File: src/rtl/bouncing_sprite.sv
// bouncing_sprite: moves a monochrome ROM bitmap around a padded play-field
// once per frame, bouncing off the margins, cycling a 4-colour palette on
// every bounce, and rendering through a fixed 2-cycle pixel pipeline.
module bouncing_sprite #(
    parameter int H_RES   = 640,
    parameter int V_RES   = 480,
    parameter int SPR_W   = 37,
    parameter int SPR_H   = 12,
    parameter int PAD     = 32,
    parameter int START_X = 32,
    parameter int START_Y = 32,
    parameter int SPEED_W = 3,
    localparam int COL_W  = $clog2(SPR_W),
    localparam int ROW_W  = $clog2(SPR_H)
) (
    input  logic                   clk,
    input  logic                   rst,
    input  logic [9:0]             pix_x,
    input  logic [9:0]             pix_y,
    input  logic                   frame_tick,
    input  logic                   pause,
    input  logic [SPEED_W-1:0]     speed_x,
    input  logic [SPEED_W-1:0]     speed_y,
    output logic [ROW_W+COL_W-1:0] rom_addr,
    input  logic                   rom_data,
    output logic [1:0]             r,
    output logic [1:0]             g,
    output logic [1:0]             b,
    output logic [9:0]             pos_x,
    output logic [9:0]             pos_y,
    output logic [7:0]             bounce_count,
    output logic                   corner_hit
);

    localparam int ADDR_W = ROW_W + COL_W;

    // Travel limits of the top-left corner, kept at 11 bits so the
    // position+speed sums never wrap.
    localparam logic [10:0] X_LO = 11'(PAD);
    localparam logic [10:0] X_HI = 11'(H_RES - PAD - SPR_W);
    localparam logic [10:0] Y_LO = 11'(PAD);
    localparam logic [10:0] Y_HI = 11'(V_RES - PAD - SPR_H);

    localparam logic [9:0]  X_START = 10'(START_X);
    localparam logic [9:0]  Y_START = 10'(START_Y);

    localparam logic [5:0]  RGB_BLACK = 6'b00_00_00;

    // Palette lookup, packed as {r, g, b}.
    function automatic logic [5:0] palette_rgb(input logic [1:0] idx);
        logic [5:0] rgb;
        case (idx)
            2'd0:    rgb = 6'b11_11_00; // yellow
            2'd1:    rgb = 6'b00_11_11; // cyan
            2'd2:    rgb = 6'b11_00_11; // magenta
            2'd3:    rgb = 6'b11_11_11; // white
            default: rgb = RGB_BLACK;
        endcase
        return rgb;
    endfunction

    // One axis of motion for one frame. Result is {bounce, dir, pos}.
    // A zero speed holds the sprite even when it sits exactly on a limit,
    // so a parked sprite never generates phantom bounces.
    function automatic logic [11:0] axis_step(
        input logic [9:0]         pos,
        input logic               dir,
        input logic [SPEED_W-1:0] spd,
        input logic [10:0]        lo,
        input logic [10:0]        hi
    );
        logic [11:0] res;
        if (spd == {SPEED_W{1'b0}}) begin
            res = {1'b0, dir, pos};
        end else if (dir) begin
            if (({1'b0, pos} + 11'(spd)) >= hi) begin
                res = {1'b1, 1'b0, hi[9:0]};
            end else begin
                res = {1'b0, 1'b1, pos + 10'(spd)};
            end
        end else begin
            if ({1'b0, pos} <= (lo + 11'(spd))) begin
                res = {1'b1, 1'b1, lo[9:0]};
            end else begin
                res = {1'b0, 1'b0, pos - 10'(spd)};
            end
        end
        return res;
    endfunction

    // Motion / bookkeeping state
    logic [9:0]  pos_x_r;
    logic [9:0]  pos_y_r;
    logic        dir_x_r;
    logic        dir_y_r;
    logic [1:0]  pal_idx_r;
    logic [7:0]  bounce_count_r;
    logic        corner_hit_r;

    // Next-frame candidates
    logic [11:0] step_x_s;
    logic [11:0] step_y_s;
    logic        bx_s;
    logic        by_s;
    logic        update_s;

    // Pixel path
    logic [10:0] off_x_s;
    logic [10:0] off_y_s;
    logic        in_spr_s;
    logic        s1_in_spr_r;
    logic [5:0]  s1_rgb_r;
    logic [5:0]  rgb_nxt_s;
    logic [5:0]  rgb_r;

    // Evaluate both axes independently for the next frame update.
    always_comb begin
        step_x_s = axis_step(pos_x_r, dir_x_r, speed_x, X_LO, X_HI);
        step_y_s = axis_step(pos_y_r, dir_y_r, speed_y, Y_LO, Y_HI);
        bx_s     = step_x_s[11];
        by_s     = step_y_s[11];
        update_s = frame_tick & ~pause;
    end

    // Frame-rate motion, palette advance, bounce counter and corner pulse.
    always_ff @(posedge clk) begin
        if (rst) begin
            pos_x_r        <= X_START;
            pos_y_r        <= Y_START;
            dir_x_r        <= 1'b1;
            dir_y_r        <= 1'b1;
            pal_idx_r      <= 2'd0;
            bounce_count_r <= 8'd0;
            corner_hit_r   <= 1'b0;
        end else if (update_s) begin
            pos_x_r      <= step_x_s[9:0];
            dir_x_r      <= step_x_s[10];
            pos_y_r      <= step_y_s[9:0];
            dir_y_r      <= step_y_s[10];
            corner_hit_r <= bx_s & by_s;
            if (bx_s | by_s) begin
                bounce_count_r <= bounce_count_r + 8'd1;
                pal_idx_r      <= pal_idx_r + 2'd1;
            end
        end else begin
            corner_hit_r <= 1'b0;
        end
    end

    // Sprite hit test and ROM address; offsets are only meaningful (and
    // only used) when the pixel lies at or beyond the top-left corner.
    always_comb begin
        off_x_s  = {1'b0, pix_x} - {1'b0, pos_x_r};
        off_y_s  = {1'b0, pix_y} - {1'b0, pos_y_r};
        in_spr_s = (pix_x >= pos_x_r) && (off_x_s < 11'(SPR_W)) &&
                   (pix_y >= pos_y_r) && (off_y_s < 11'(SPR_H));
        if (in_spr_s) begin
            rom_addr = {off_y_s[ROW_W-1:0], off_x_s[COL_W-1:0]};
        end else begin
            rom_addr = {ADDR_W{1'b0}};
        end
    end

    // Stage 1: capture hit flag and colour while the ROM fetches the bit,
    // so a palette change between frames cannot split a pixel.
    always_ff @(posedge clk) begin
        if (rst) begin
            s1_in_spr_r <= 1'b0;
            s1_rgb_r    <= RGB_BLACK;
        end else begin
            s1_in_spr_r <= in_spr_s;
            s1_rgb_r    <= palette_rgb(pal_idx_r);
        end
    end

    // Combine the delayed hit flag with the ROM bit.
    always_comb begin
        if (s1_in_spr_r && rom_data) begin
            rgb_nxt_s = s1_rgb_r;
        end else begin
            rgb_nxt_s = RGB_BLACK;
        end
    end

    // Stage 2: registered colour output.
    always_ff @(posedge clk) begin
        if (rst) begin
            rgb_r <= RGB_BLACK;
        end else begin
            rgb_r <= rgb_nxt_s;
        end
    end

    assign r            = rgb_r[5:4];
    assign g            = rgb_r[3:2];
    assign b            = rgb_r[1:0];
    assign pos_x        = pos_x_r;
    assign pos_y        = pos_y_r;
    assign bounce_count = bounce_count_r;
    assign corner_hit   = corner_hit_r;

endmodule
File: config.mk
export PLATFORM = sky130hd
export DESIGN_NAME = bouncing_sprite
export DESIGN_NICKNAME = d
export VERILOG_FILES = /design/src/rtl/bouncing_sprite.sv
export SDC_FILE = /design/constraint.sdc
export NUM_CORES = 1
export LEC_CHECK = 0
export CORE_UTILIZATION = 48
export DETAILED_ROUTE_END_ITERATION = 10
export PLACE_DENSITY = 0.86
export SYNTH_ARGS = -nofsm -noshare
export SYNTH_HDL_FRONTEND = slang
export SYNTH_SLANG_ARGS = --single-unit
File: constraint.sdc
create_clock -name clk -period 3 [get_ports clk]
set_input_delay 0.3 -clock clk [delete_from_list [all_inputs] [get_ports clk]]
set_output_delay 0.3 -clock clk [all_outputs]
set_load 0.05 [all_outputs]
==> After elaboration in Yosys (flattened, before gate mapping) <==
Cells that the tools add are included.
W data, S select, Z words.
{ "op_classes": {"eq_ne": 3, "reduce_logical": 12, "bitwise": 8, "mux": 10, "addsub": 12, "magnitude_cmp": 8} }
{ "ops": {"columns": ["operator", "n"], "rows": [
  ["$mux W12", 8],
  ["$pmux W6 S4", 1],
  ["$add A10 B3 Y11", 2],
  ["$sub A10 B10 Y11", 2],
  ["$add A10 B3 Y10", 2],
  ["$ge A10 B10 Y1", 2],
  ["$le A10 B7 Y1", 2],
  ["$sub A10 B3 Y10", 2],
  ["$add A6 B3 Y7 const A", 2],
  ["$ge A11 B10 Y1 const B", 1],
  ["$ge A11 B9 Y1 const B", 1],
  ["$lt A11 B4 Y1 const B", 1],
  ["$lt A11 B6 Y1 const B", 1],
  ["$mux W10", 1],
  ["$add A8 B1 Y8 const B", 1],
  ["$logic_not A3 Y1", 2],
  ["$reduce_and A2 Y1", 3],
  ["$not A1 Y1", 5],
  ["$eq A2 B2 Y1 const B", 2],
  ["$logic_and A1 B1 Y1", 4],
  ["$reduce_or A2 Y1", 2],
  ["$add A2 B1 Y2 const B", 1],
  ["$and A1 B1 Y1", 2],
  ["$eq A2 B1 Y1 const B", 1],
  ["other kinds (2)", 2]
]} }
{ "totals": {"regBits": 46, "input_bits": 31, "elab_cells": 63} }

==> Longest topological paths before layout <==
Gate-level depths: netlist of run 1.
{ "logic_depth": {"ltp_word": 7, "ltp_mapped": 13, "ltp_nobuf": 12} }

==> Worst setup path before layout of run 1 <==
Ideal clock, no wire load.
{ "synth_path": {"kind": "register to output", "startpoint": "register pos_y_r[1] (netlist: pos_y[1])", "endpoint": "output port rom_addr[0]", "setup_slack_ns": -1.444, "t_arrival_ns": 4.144, "t_required_ns": 2.700, "stages_incl_launch_ff": 12, "path_buffers": 1, "path_cell_list": "dfxtp_1 -> inv_1 -> fa_1 -> a21o_1 -> a21oi_1 -> xnor2_1 -> a311oi_1 -> o221ai_1 -> or4b_1 -> a2111o_1 -> buf_2 -> nor3_1"} }
{ "synth_between": {"elab_chain_len": 4, "word_cells_on_any_way": 6, "cone_classes": "1 x add/sub; 2 x order compare; 1 x mux; 2 x reduce/logical"} }
{ "synth_lines": {"columns": ["item", "line", "text"], "rows": [
  ["start: declaration", "93", "logic [9:0] pos_y_r;"],
  ["start signal: assignment", "138", "pos_y_r <= step_y_s[9:0];"],
  ["$sub A10 B10 Y11 or $ge A10 B10 Y1 (tied branches)", "154, 156", null],
  ["$lt A11 B4 Y1 or $logic_and A1 B1 Y1 (tied branches)", "156, 155", null],
  ["$logic_and A1 B1 Y1 (*)", "156", "(pix_y >= pos_y_r) && (off_y_s < 11'(SPR_H));"],
  ["$mux W10 (*)", "157", "if (in_spr_s) begin"],
  ["end: declaration", "24", "output logic [ROW_W+COL_W-1:0] rom_addr,"]
]} }
Every way passes the cells marked *; elsewhere a longest branch is shown, timed or not.

==> Worst setup path in the final report of run 1 <==
{ "layout_path": {"startpoint": "register pos_y_r[0] (netlist: pos_y[0])", "endpoint": "output port rom_addr[1]"} }
Same word-level chain as after synthesis.

==> summary.txt, run 1 <==
num rows - 32
Arr. time, crit path - 3.47 ns
Setup-failing EPs final - 11
CP Max Fanout - 5
Synth area leader - dfxtp_1
minimum clock period - 3.772 ns
IO Count - 76
Post-Syn Area - 3966 sq um
area grow syn2layout - 65.52%
Clock Sinks - 40
Worst-Skew Late Latency - 0.31 ns
Nets - 793
uppermost layer routed - met4
top post-synthesis cells by area - dfxtp_1 20%, ha_1 11%, a21oi_1 5.8%, inv_1 4.6%, nor2_1 4.4%
Seq pwr share - 0.336
Mapped Avg Cell Area - 7.512 sq um
Final HPWL DP - 10.27 mm
number of global-route vias before repair - 4666
largest net degree at the start of global routing - 49
Psw - 0.5477 mW
hold depth - 1
WL per Instance - 18.22 um
Setup crit end kind - primary output
most numerous cell in the Yosys netlist - inv_1
Leakage - 2.719 nW
DR vias - 5062
non-filler cells, final - 823
Worst Hold Class - reg2reg
DR vias/cell - 6.151
Post-Synthesis Cells - 528
Clock Path Buffers - 2
H-tree Lvls - 2
met1 WL - 5.781 mm
ys flop type - dfxtp_1
post-synthesis async set-or-reset flop share - 0
first-pass GRT wire length - 21.76 mm
aggregate global routing overflow - 0
max cap viols - 0
gpl congestion - 0.9904
EDFF count, synth - 0
sw frac - 0.3407
power share of the combinational group - 0.394
Worst IR Drop VDD - 246.5 uV
R2R cell count - 13
Post-synth top cells - 49 x inv_1, 46 x a21oi_1, 46 x nor2_1
FF+latch count, synth - 40
worst rel slew slack - 0.6137
Hold Buf Count CTS - 0
clock tree from TritonCTS - built
Post-Syn Nets - 601
actual slew at the worst max-slew pin - 0.5750 ns
Die X - 92.90 um
n_diodes - 0
DR WL met3 - 1.311 mm
total track usage - 0.3133
PwrDens - 244.9 nW/um^2
Pre-Repair DR Iteration Count - 5
Post-DP Area - 5996 sq um
type of origin of the critical path - flop
Clk pwr share - 0.269
Hold Path End - rgb_r[1]$_SDFF_PP0_
register-to-register setup slack - -0.08 ns
Final Cycle Share - 1.257
final WL - 15.00 mm
violated checks - setup timing
Core ar. - 7848 sq um
status - complete, but fails checks
die area - 8630 sq um
Final ANT Viol Nets - 0
Root Driver - clkbuf_8
1st-iter DRT viols - 567
final hold violation count - 0
Yosys cell types - 62
Seq/Total Area, Yosys - 0.2019
post-synth top area share - 0.2019
share of cells above drive strength 1 - 0.3523
Hold Crit Start - s1_rgb_r[1]$_SDFF_PP0_
initial core utilization - 0.5054
Int Power - 1.060 mW
wire length on met2 - 7.267 mm
Cells after DPL - 804
WP data required - 2.70 ns
IO buf count - 75
Fin Clk Skew - 0.01200 ns
die height - 92.90 um
Syn. warnings - 0
reg-to-reg endpoint - s1_in_spr_r$_SDFF_PP0_
final worst slack - -0.7721 ns
antenna violations before repair - 0
RR Startpoint - pos_y[0]$_SDFFE_PP0P_
WS Path Type - reg2out
RSZ-0062 raised after global routing - yes
final instance area - 6565 sq um
FMAX - 265.1 MHz
drt drc - 0
cts bufs inserted - 5
Final Slew Violations - 0
Clock transition at path regs - 0.10 ns
-- worst max-delay path, cell delays in order, from the launching register on --
cell,delay (ns)
dfxtp_4,0.37
ha_4,0.13
inv_2,0.03
fa_2,0.33
a21o_1,0.19
a21oi_2,0.15
xnor2_1,0.09
a311oi_1,0.22
o221ai_1,0.15
or4b_1,0.52
a2111o_1,0.41
buf_12,0.19
nor3_4,0.21
buf_12,0.16
-- registers in the layout, indices dropped and copies added, names as in the netlist --
register	flops
dir_y_r	1
pos_x	10
pos_y	10
rgb_r	3
dir_x_r	1
bounce_count	8
pal_idx_r	2
s1_rgb_r	3
corner_hit	1
s1_in_spr_r	1
-- routing by layer --
layer,vias up,track usage
met1,2393,0.3881
met2,308,0.5404
met5,-,0
li1,2283,-
met3,78,0.05747
met4,0,0.1090
-- worst max path at each step --
stage	start	endpoint	slack, ns	cells after the start
3_3_place_gp	pix_x[0]	rom_addr[0]	-0.80	15
2_1_floorplan	pos_y[0]$_SDFFE_PP0P_	rom_addr[0]	-0.54	12
4_1_cts	pos_y[0]$_SDFFE_PP0P_	rom_addr[1]	-0.78	13
5_1_grt	pos_y[0]$_SDFFE_PP0P_	rom_addr[1]	-0.96	13
6_report	pos_y[0]$_SDFFE_PP0P_	rom_addr[1]	-0.77	13
3_5_place_dp	pix_x[0]	rom_addr[0]	-0.92	15
-- power groups by stage --
stage | sequential [mW] | combinational, mW | clock, mW
2_1_floorplan | 0.577 | 0.266 | 0
3_3_place_gp | 0.552 | 0.528 | 0
3_5_place_dp | 0.553 | 0.548 | 0
4_1_cts | 0.540 | 0.569 | 0.437
5_1_grt | 0.542 | 0.676 | 0.454
6_report | 0.541 | 0.634 | 0.433
-- layout make-up --
type	count	area (sq um)
clock buffer	6	93.84
multi-input combinational	410	3363
timing repair buffer	214	1954
fill	466	1282
sequential	40	830.8
inverter	49	183.9
clock inverter	2	11.26
tap	102	127.6
-- cells by family (layout without fill, tap and decap cells) --
kind of cell | Yosys count | count (layout) | synth area share
AO/OA/AOI/OAI | 153 | 153 | 0.2599
XOR/XNOR | 19 | 19 | 0.04196
adder cells (fa/ha/maj) | 42 | 42 | 0.1438
buffers and inverters | 78 | 271 | 0.07981
flip-flops | 40 | 40 | 0.2019
multiplexers | 14 | 14 | 0.03817
AND/OR/NAND/NOR | 182 | 182 | 0.2344
-- cell usage in the layout, fill, tap and decap left out, types with 14 or more instances in the layout --
master	Yosys	layout
a21oi_1	46	40
buf_4	4	132
clkdlybuf4s50_1	0	58
dfxtp_1	40	26
ha_1	36	28
inv_1	49	43
nand2_1	26	25
nand2b_1	14	14
nor2_1	46	44
nor2b_1	17	14
o21ai_0	29	27
xnor2_1	17	14
-- stage by stage --
stage	total power, mW	worst slack (ns)	hold WS (ns)	setup TNS [ns]	util
2_1_floorplan	0.8432	-0.5390	0.4057	-4.856	-
3_3_place_gp	1.080	-0.8023	0.4112	-16.31	0.7640
3_5_place_dp	1.101	-0.9245	0.4182	-19.37	0.7640
4_1_cts	1.546	-0.7759	0.4394	-7.315	0.8002
5_1_grt	1.673	-0.9620	0.4539	-9.671	0.8366
6_report	1.608	-0.7721	0.4192	-7.452	0.8366
-- repair_timing --
| action | CTS | global route |
|---|---|---|
| cloned | 1 | 0 |
| gates resized for setup | 29 | 56 |
| pin swaps | 15 | 17 |
| setup endpoints to repair | 31 | 35 |
| setup buffers | 7 | 4 |
Power figures use the tool's default switching activity.
==> inputs of run 2 (changes only) <==
--- a/config.mk
+++ b/config.mk
@@ -7,6 +7,7 @@
 export LEC_CHECK = 0
 export CORE_UTILIZATION = 48
 export DETAILED_ROUTE_END_ITERATION = 10
+export GPL_TIMING_DRIVEN = 0
 export PLACE_DENSITY = 0.86
 export SYNTH_ARGS = -nofsm -noshare
 export SYNTH_HDL_FRONTEND = slang
==> run 2 against run 1 <==
- the flow still finishes with violations (setup timing)
- utilization down 11 points
- fmax down 1.5%
- critical path type unchanged
- critical endpoint is now rom_addr[7]
- combinational power down 21%
==> summary.txt, run 2 (same netlist as run 1, synthesis figures left out) <==
number of global-route vias before repair - 4303 (was 4666)
CP Max Fanout - 9 (was 5)
IO buf count - 75 (unchanged)
num rows - 32 (unchanged)
met3 Track Usage GR - 0.03284 (was 0.05747)
setup TNS - -8.879 ns (was -7.452 ns)
die area - 8630 sq um (unchanged)
share of cells above drive strength 1 - 0.2477 (was 0.3523)
n_diodes - 0 (unchanged)
Pre-Repair DR Iteration Count - 5 (unchanged)
Cells after DPL - 705 (was 804)
antenna violations before repair - 0 (unchanged)
Worst Hold Class - reg2reg (unchanged)
DR vias - 4525 (was 5062)
met2 global-route usage - 0.5043 (was 0.5404)
1st-iter DRT viols - 411 (was 567)
Core ar. - 7848 sq um (unchanged)
Final Slew Violations - 0 (unchanged)
initial core utilization - 0.5054 (unchanged)
WS Path Type - reg2out (unchanged)
Worst IR Drop VDD - 350.4 uV (was 246.5 uV)
gpl congestion - 0.9401 (was 0.9904)
non-filler cells, final - 744 (was 823)
final WL - 12.87 mm (was 15.00 mm)
die height - 92.90 um (unchanged)
Fin Clk Skew - 0.009763 ns (was 0.01200 ns)
PwrDens - 254.3 nW/um^2 (was 244.9 nW/um^2)
Clk pwr share - 0.284 (was 0.269)
WL per Instance - 17.30 um (was 18.22 um)
commonest non-fill, non-tap cell in the layout - clkdlybuf4s50_1 (was buf_4)
IO Count - 76 (unchanged)
Worst-Skew Late Latency - 0.30 ns (was 0.31 ns)
Psw - 0.4901 mW (was 0.5477 mW)
total track usage - 0.2846 (was 0.3133)
clock tree from TritonCTS - built (unchanged)
Arr. time, crit path - 3.53 ns (was 3.47 ns)
final hold violation count - 0 (unchanged)
Clock Sinks - 40 (unchanged)
DR vias/cell - 6.082 (was 6.151)
power share of the combinational group - 0.342 (was 0.394)
Int Power - 0.9696 mW (was 1.060 mW)
status - complete, but fails checks (unchanged)
first-pass GRT wire length - 19.87 mm (was 21.76 mm)
violated checks - setup timing (unchanged)
sw frac - 0.3357 (was 0.3407)
worst stage delay on the critical path - 0.50 ns (was 0.52 ns)
minimum clock period - 3.830 ns (was 3.772 ns)
Final Cycle Share - 1.277 (was 1.257)
met1 GRT Util - 0.3574 (was 0.3881)
type of origin of the critical path - flop (unchanged)
CP bufs+invs - 4 (was 3)
Setup-failing EPs final - 21 (was 11)
Fill cells - 627 (was 466)
RSZ-0062 raised after global routing - yes (unchanged)
H-tree Lvls - 2 (unchanged)
Setup crit end kind - primary output (unchanged)
dpl ws - -1.557 ns (was -0.9245 ns)
worst rel slew slack - 0.5275 (was 0.6137)
most frequent cells in the layout - 57 x clkdlybuf4s50_1, 41 x inv_1, 40 x a21oi_1, 40 x nor2_1, 34 x buf_4 (was 132 x buf_4, 58 x clkdlybuf4s50_1, 44 x nor2_1, 43 x inv_1, 40 x a21oi_1)
Die X - 92.90 um (unchanged)
Slowest cell on crit path - or4b_1 (unchanged)
drt drc - 0 (unchanged)
FMAX - 261.1 MHz (was 265.1 MHz)
max cap viols - 0 (unchanged)
Worst path top cell family by delay - compound AO/OA/AOI/OAI gates (unchanged)
busiest grt layer - met2 (unchanged)
Final ANT Viol Nets - 0 (unchanged)
Leakage - 2.234 nW (was 2.719 nW)
Root Driver - clkbuf_8 (unchanged)
Final HPWL DP - 8.969 mm (was 10.27 mm)
final worst slack - -0.8297 ns (was -0.7721 ns)
cts bufs inserted - 5 (unchanged)
aggregate global routing overflow - 0 (unchanged)
Hold Buf Count CTS - 0 (unchanged)
actual slew at the worst max-slew pin - 0.7088 ns (was 0.5750 ns)
Nets - 714 (was 793)
Post-DP Area - 5056 sq um (was 5996 sq um)
CP cell instances - clkbuf_2, inv_1, ha_2, a21oi_4, o211ai_1, xnor2_1, nand2_1, or4b_1, a2111o_1, clkbuf_16, nor3_4, buf_6 (was ha_4, inv_2, fa_2, a21o_1, a21oi_2, xnor2_1, a311oi_1, o221ai_1, or4b_1, a2111o_1, buf_12, nor3_4, buf_12)
Clock transition at path regs - 0.09 ns (was 0.10 ns)
area grow syn2layout - 44.73% (was 65.52%)
WP data required - 2.70 ns (about the same)
largest net degree at the start of global routing - 13 (was 49)
Clock Path Buffers - 2 (unchanged)
final instance area - 5741 sq um (was 6565 sq um)
Seq pwr share - 0.374 (was 0.336)
run 2: changes by cell type in the layout (fill, tap and decap cells not counted), sizes merged:
cell and delta:
dlygate4sd2 +3, clkinvlp +1, dlymetal6s2s -2, inv -2, clkbuf +16, buf -95, clkdlybuf4s50 -1, clkinv +1
run 2: stage by stage:
stage          hold slack [ns]  total power, mW    util
6_report                0.4591            1.460  0.7315
5_1_grt                 0.4727            1.517  0.7315
4_1_cts                 0.4626            1.428  0.7063
3_5_place_dp            0.4424           0.9685  0.6443
3_3_place_gp            0.4127           0.9562  0.6443
2_1_floorplan           0.4057           0.8432       -
run 2: worst paths after layout:
kind / end / from / depth (start not counted) / slack (ns)
min: rgb_r[1]$_SDFF_PP0_ / s1_rgb_r[1]$_SDFF_PP0_ / 1 / 0.46
max reg2reg: s1_in_spr_r$_SDFF_PP0_ / pos_x[3]$_SDFFE_PP0P_ / 12 / -0.22
max: rom_addr[7] / pos_x[3]$_SDFFE_PP0P_ / 12 / -0.83
min reg2reg: rgb_r[1]$_SDFF_PP0_ / s1_rgb_r[1]$_SDFF_PP0_ / 1 / 0.46
run 2: area by class of cell:
cell class / instances / area, sq um / area share
multi-input cells: 410 / 3291 / 0.5732
well taps: 102 / 127.6 / 0.02223
inverters: 49 / 187.7 / 0.03269
repair buffers: 108 / 1030 / 0.1794
clock inverters: 2 / 7.507 / 0.001308
flip-flops and latches: 40 / 830.8 / 0.1447
clock buffers: 6 / 93.84 / 0.01635
plain buffers: 27 / 172.7 / 0.03008
run 2: power groups by stage:
stage                     Sequential (mW)  Clock [mW]  Combinational (mW)
after global placement              0.559           0               0.397
final                               0.546       0.414               0.499
after detailed placement            0.559           0               0.409
after global routing                0.547       0.431               0.539
after CTS                           0.545       0.416               0.466
after floorplan                     0.577           0               0.266
run 2: metal layers:
metal / vias up / share of wire
met5: - / 0
met3: 43 / 0.072
li1: 2131 / -
met4: 0 / 0.030
met1: 2118 / 0.41
met2: 233 / 0.49
run 2: what timing repair did:
action,in CTS,in global routing
cloned,1,0
hold endpoints to repair,0,0
setup endpoints to repair,39,33
resized for setup,129,31
buffers inserted,22,10
pin swaps,33,15
==> inputs of run 3 (changes only) <==
==> constraint.sdc (replaced) <==
create_clock -name clk -period 3 [get_ports clk]
set_input_delay 0.3 -clock clk [delete_from_list [all_inputs] [get_ports clk]]
set_output_delay 0.3 -clock clk [all_outputs]
set_load 0.1 [all_outputs]
==> run 3 against run 2 <==
- the run still ends with setup timing left
- worst hold slack worse by 0.020 ns
- sequential share of layout area is 0.16 points higher
- utilization rose by 0.83 points
- routed wire length down 3.1%
- via count is 2.1% lower
- critical path depth grew 3
- combinational power grew 3%
- clock power decreased by 15%
- design area up 1.1%
- count of clock-buffer cells in the layout is 1 higher
- die area unchanged
- worst setup slack got worse by 0.089 ns
- critical path type unchanged
- largest cell class unchanged
==> summary.txt, run 3 (same netlist as run 1, synthesis figures left out) <==
WL per Instance - 16.85 um (was 17.30 um)
worst hold margin - 0.4394 ns (was 0.4591 ns)
n_diodes - 0 (unchanged)
Leakage - 2.243 nW (was 2.234 nW)
Seq pwr share - 0.385 (was 0.374)
CP bufs+invs - 5 (was 4)
Layout Utilization - 0.7398 (was 0.7315)
commonest non-fill, non-tap cell in the layout - clkdlybuf4s50_1 (unchanged)
WP data required - 2.70 ns (about the same)
die area - 8630 sq um (unchanged)
Root Driver - clkbuf_8 (unchanged)
Pre-Repair DR Iteration Count - 5 (unchanged)
CP cell instances - ha_4, inv_2, fa_2, a21o_1, a21oi_2, buf_4, o21ai_2, xnor2_1, nand2_1, or4b_1, a2111o_1, buf_6, buf_12, nor3_4, buf_12 (was clkbuf_2, inv_1, ha_2, a21oi_4, o211ai_1, xnor2_1, nand2_1, or4b_1, a2111o_1, clkbuf_16, nor3_4, buf_6)
H-tree Lvls - 2 (unchanged)
WS Path Type - reg2out (unchanged)
Core ar. - 7848 sq um (unchanged)
Clock Path Buffers - 2 (unchanged)
gpl congestion - 0.9205 (was 0.9401)
Die X - 92.90 um (unchanged)
Nets - 710 (was 714)
Worst path top cell family by delay - compound AO/OA/AOI/OAI gates (unchanged)
Clock transition at path regs - 0.08 ns (was 0.09 ns)
footprint of the multi-input gates - 3306 sq um (was 3291 sq um)
initial core utilization - 0.5054 (unchanged)
Clock Sinks - 40 (unchanged)
total track usage - 0.2803 (was 0.2846)
Slowest cell on crit path - or4b_1 (unchanged)
type of origin of the critical path - flop (unchanged)
Fill cells - 570 (was 627)
Final ANT Viol Nets - 0 (unchanged)
Final Cycle Share - 1.306 (was 1.277)
power share of the combinational group - 0.366 (was 0.342)
aggregate global routing overflow - 0 (unchanged)
Worst IR Drop VDD - 246.5 uV (was 350.4 uV)
final worst slack - -0.9183 ns (was -0.8297 ns)
FMAX - 255.2 MHz (was 261.1 MHz)
sw frac - 0.3503 (was 0.3357)
Psw - 0.4927 mW (was 0.4901 mW)
share of cells above drive strength 1 - 0.2492 (was 0.2477)
Setup crit end kind - primary output (unchanged)
1st-iter DRT viols - 265 (was 411)
PwrDens - 242.3 nW/um^2 (was 254.3 nW/um^2)
CP dominant cell by count - buf_12
FF+latch area - 849.6 sq um (was 830.8 sq um)
WP depth - 15 (was 12)
violated checks - setup timing (unchanged)
drt drc - 0 (unchanged)
clock tree from TritonCTS - built (unchanged)
Final HPWL DP - 8.728 mm (was 8.969 mm)
area grow syn2layout - 46.37% (was 44.73%)
Clk pwr share - 0.249 (was 0.284)
Final Slew Violations - 0 (unchanged)
RSZ-0062 raised after global routing - yes (unchanged)
Setup-failing EPs final - 20 (was 21)
Worst-Skew Late Latency - 0.29 ns (was 0.30 ns)
final WL - 12.47 mm (was 12.87 mm)
num rows - 32 (unchanged)
DR vias - 4430 (was 4525)
Worst Hold Class - reg2reg (unchanged)
first-pass GRT wire length - 19.46 mm (was 19.87 mm)
largest net degree at the start of global routing - 13 (unchanged)
worst stage delay on the critical path - 0.52 ns (was 0.50 ns)
hold depth - 1 (unchanged)
number of global-route vias before repair - 4242 (was 4303)
IO buf count - 75 (unchanged)
Fin Clk Skew - 0.01074 ns (was 0.009763 ns)
setup TNS - -8.893 ns (was -8.879 ns)
DR vias/cell - 5.986 (was 6.082)
minimum clock period - 3.918 ns (was 3.830 ns)
actual slew at the worst max-slew pin - 0.9872 ns (was 0.7088 ns)
cts bufs inserted - 5 (unchanged)
final hold violation count - 0 (unchanged)
antenna violations before repair - 0 (unchanged)
IO Count - 76 (unchanged)
Arr. time, crit path - 3.62 ns (was 3.53 ns)
most frequent cells in the layout - 56 x clkdlybuf4s50_1, 43 x inv_1, 42 x nor2_1, 34 x a21oi_1, 33 x buf_4 (was 57 x clkdlybuf4s50_1, 41 x inv_1, 40 x a21oi_1, 40 x nor2_1, 34 x buf_4)
status - complete, but fails checks (unchanged)
die height - 92.90 um (unchanged)
register-to-register setup slack - -0.15 ns (was -0.22 ns)
R2R cell count - 11 (was 12)
Int Power - 0.9138 mW (was 0.9696 mW)
max cap viols - 0 (unchanged)
CP Max Fanout - 5 (was 9)
worst rel slew slack - 0.3398 (was 0.5275)
run 3: cell count changes in the layout (fill, tap and decap cells not counted), moves of 4 or more:
cell,change
mux2_2,-5
buf_6,-10
dfxtp_4,+5
mux2_4,+5
buf_12,+10
dfxtp_1,-5
a21oi_1,-6
a21oi_2,+4
run 3: what timing repair did:
action | in CTS | in global routing
pin swaps | 28 | 39
gates cloned | 1 | 0
gates resized for setup | 141 | 47
setup buffers | 17 | 15
setup endpoints to repair | 37 | 24
hold buffers | 0 | 0
run 3: worst paths after layout:
path | startpoint | endpoint
max | pos_y[0]$_SDFFE_PP0P_ | rom_addr[0]
max reg2reg | pos_y[0]$_SDFFE_PP0P_ | bounce_count[0]$_SDFFE_PP0P_
min reg2reg | s1_rgb_r[1]$_SDFF_PP0_ | rgb_r[1]$_SDFF_PP0_
min | s1_rgb_r[1]$_SDFF_PP0_ | rgb_r[1]$_SDFF_PP0_
run 3: routing by layer:
metal	GRT usage	wire (um)	vias up
met5	0	0	-
met4	0.09615	246	0
met3	0.04023	936	31
met2	0.5043	6223	247
met1	0.3379	5062	2025
li1	-	-	2127
run 3: through the flow:
step	setup WS (ns)	cells	instance area [sq um]	total power, mW
6_report	-0.9183	740	5806	1.407
5_1_grt	-1.049	740	5806	1.480
4_1_cts	-1.012	728	5560	1.372
3_5_place_dp	-1.933	705	5075	0.9848
3_3_place_gp	-1.800	705	5075	0.9740
2_1_floorplan	-0.9445	528	4197	0.8618
run 3: area by class of cell:
cell class	count	share of cell area
clock buffer	7	0.01315
sequential	40	0.1463
inverter	49	0.03168
multi-input combinational	410	0.5694
tap	102	0.02198
timing repair buffer	106	0.1886
buffer	25	0.02802
clock inverter	1	0.0008621
run 3: power by group through the flow:
stage                     Combinational [mW]  Clock (mW)  Sequential [mW]
after floorplan                        0.267           0            0.595
after global placement                 0.419           0            0.555
after detailed placement               0.430           0            0.555
after CTS                              0.472       0.358            0.542
after global routing                   0.556       0.382            0.543
final                                  0.515       0.350            0.542
run 3: worst register-to-register path: cells and delay by family, from the launching register on:
| family | cells | cell delay [ns] |
|---|---|---|
| and+or+nand+nor | 3 | 0.43 |
| DFF | 1 | 0.36 |
| adders and majority gates | 2 | 0.54 |
| buffers and inverters | 1 | 0.15 |
| AOI/OAI and AO/OA | 4 | 1.22 |
| muxes | 1 | 0.33 |
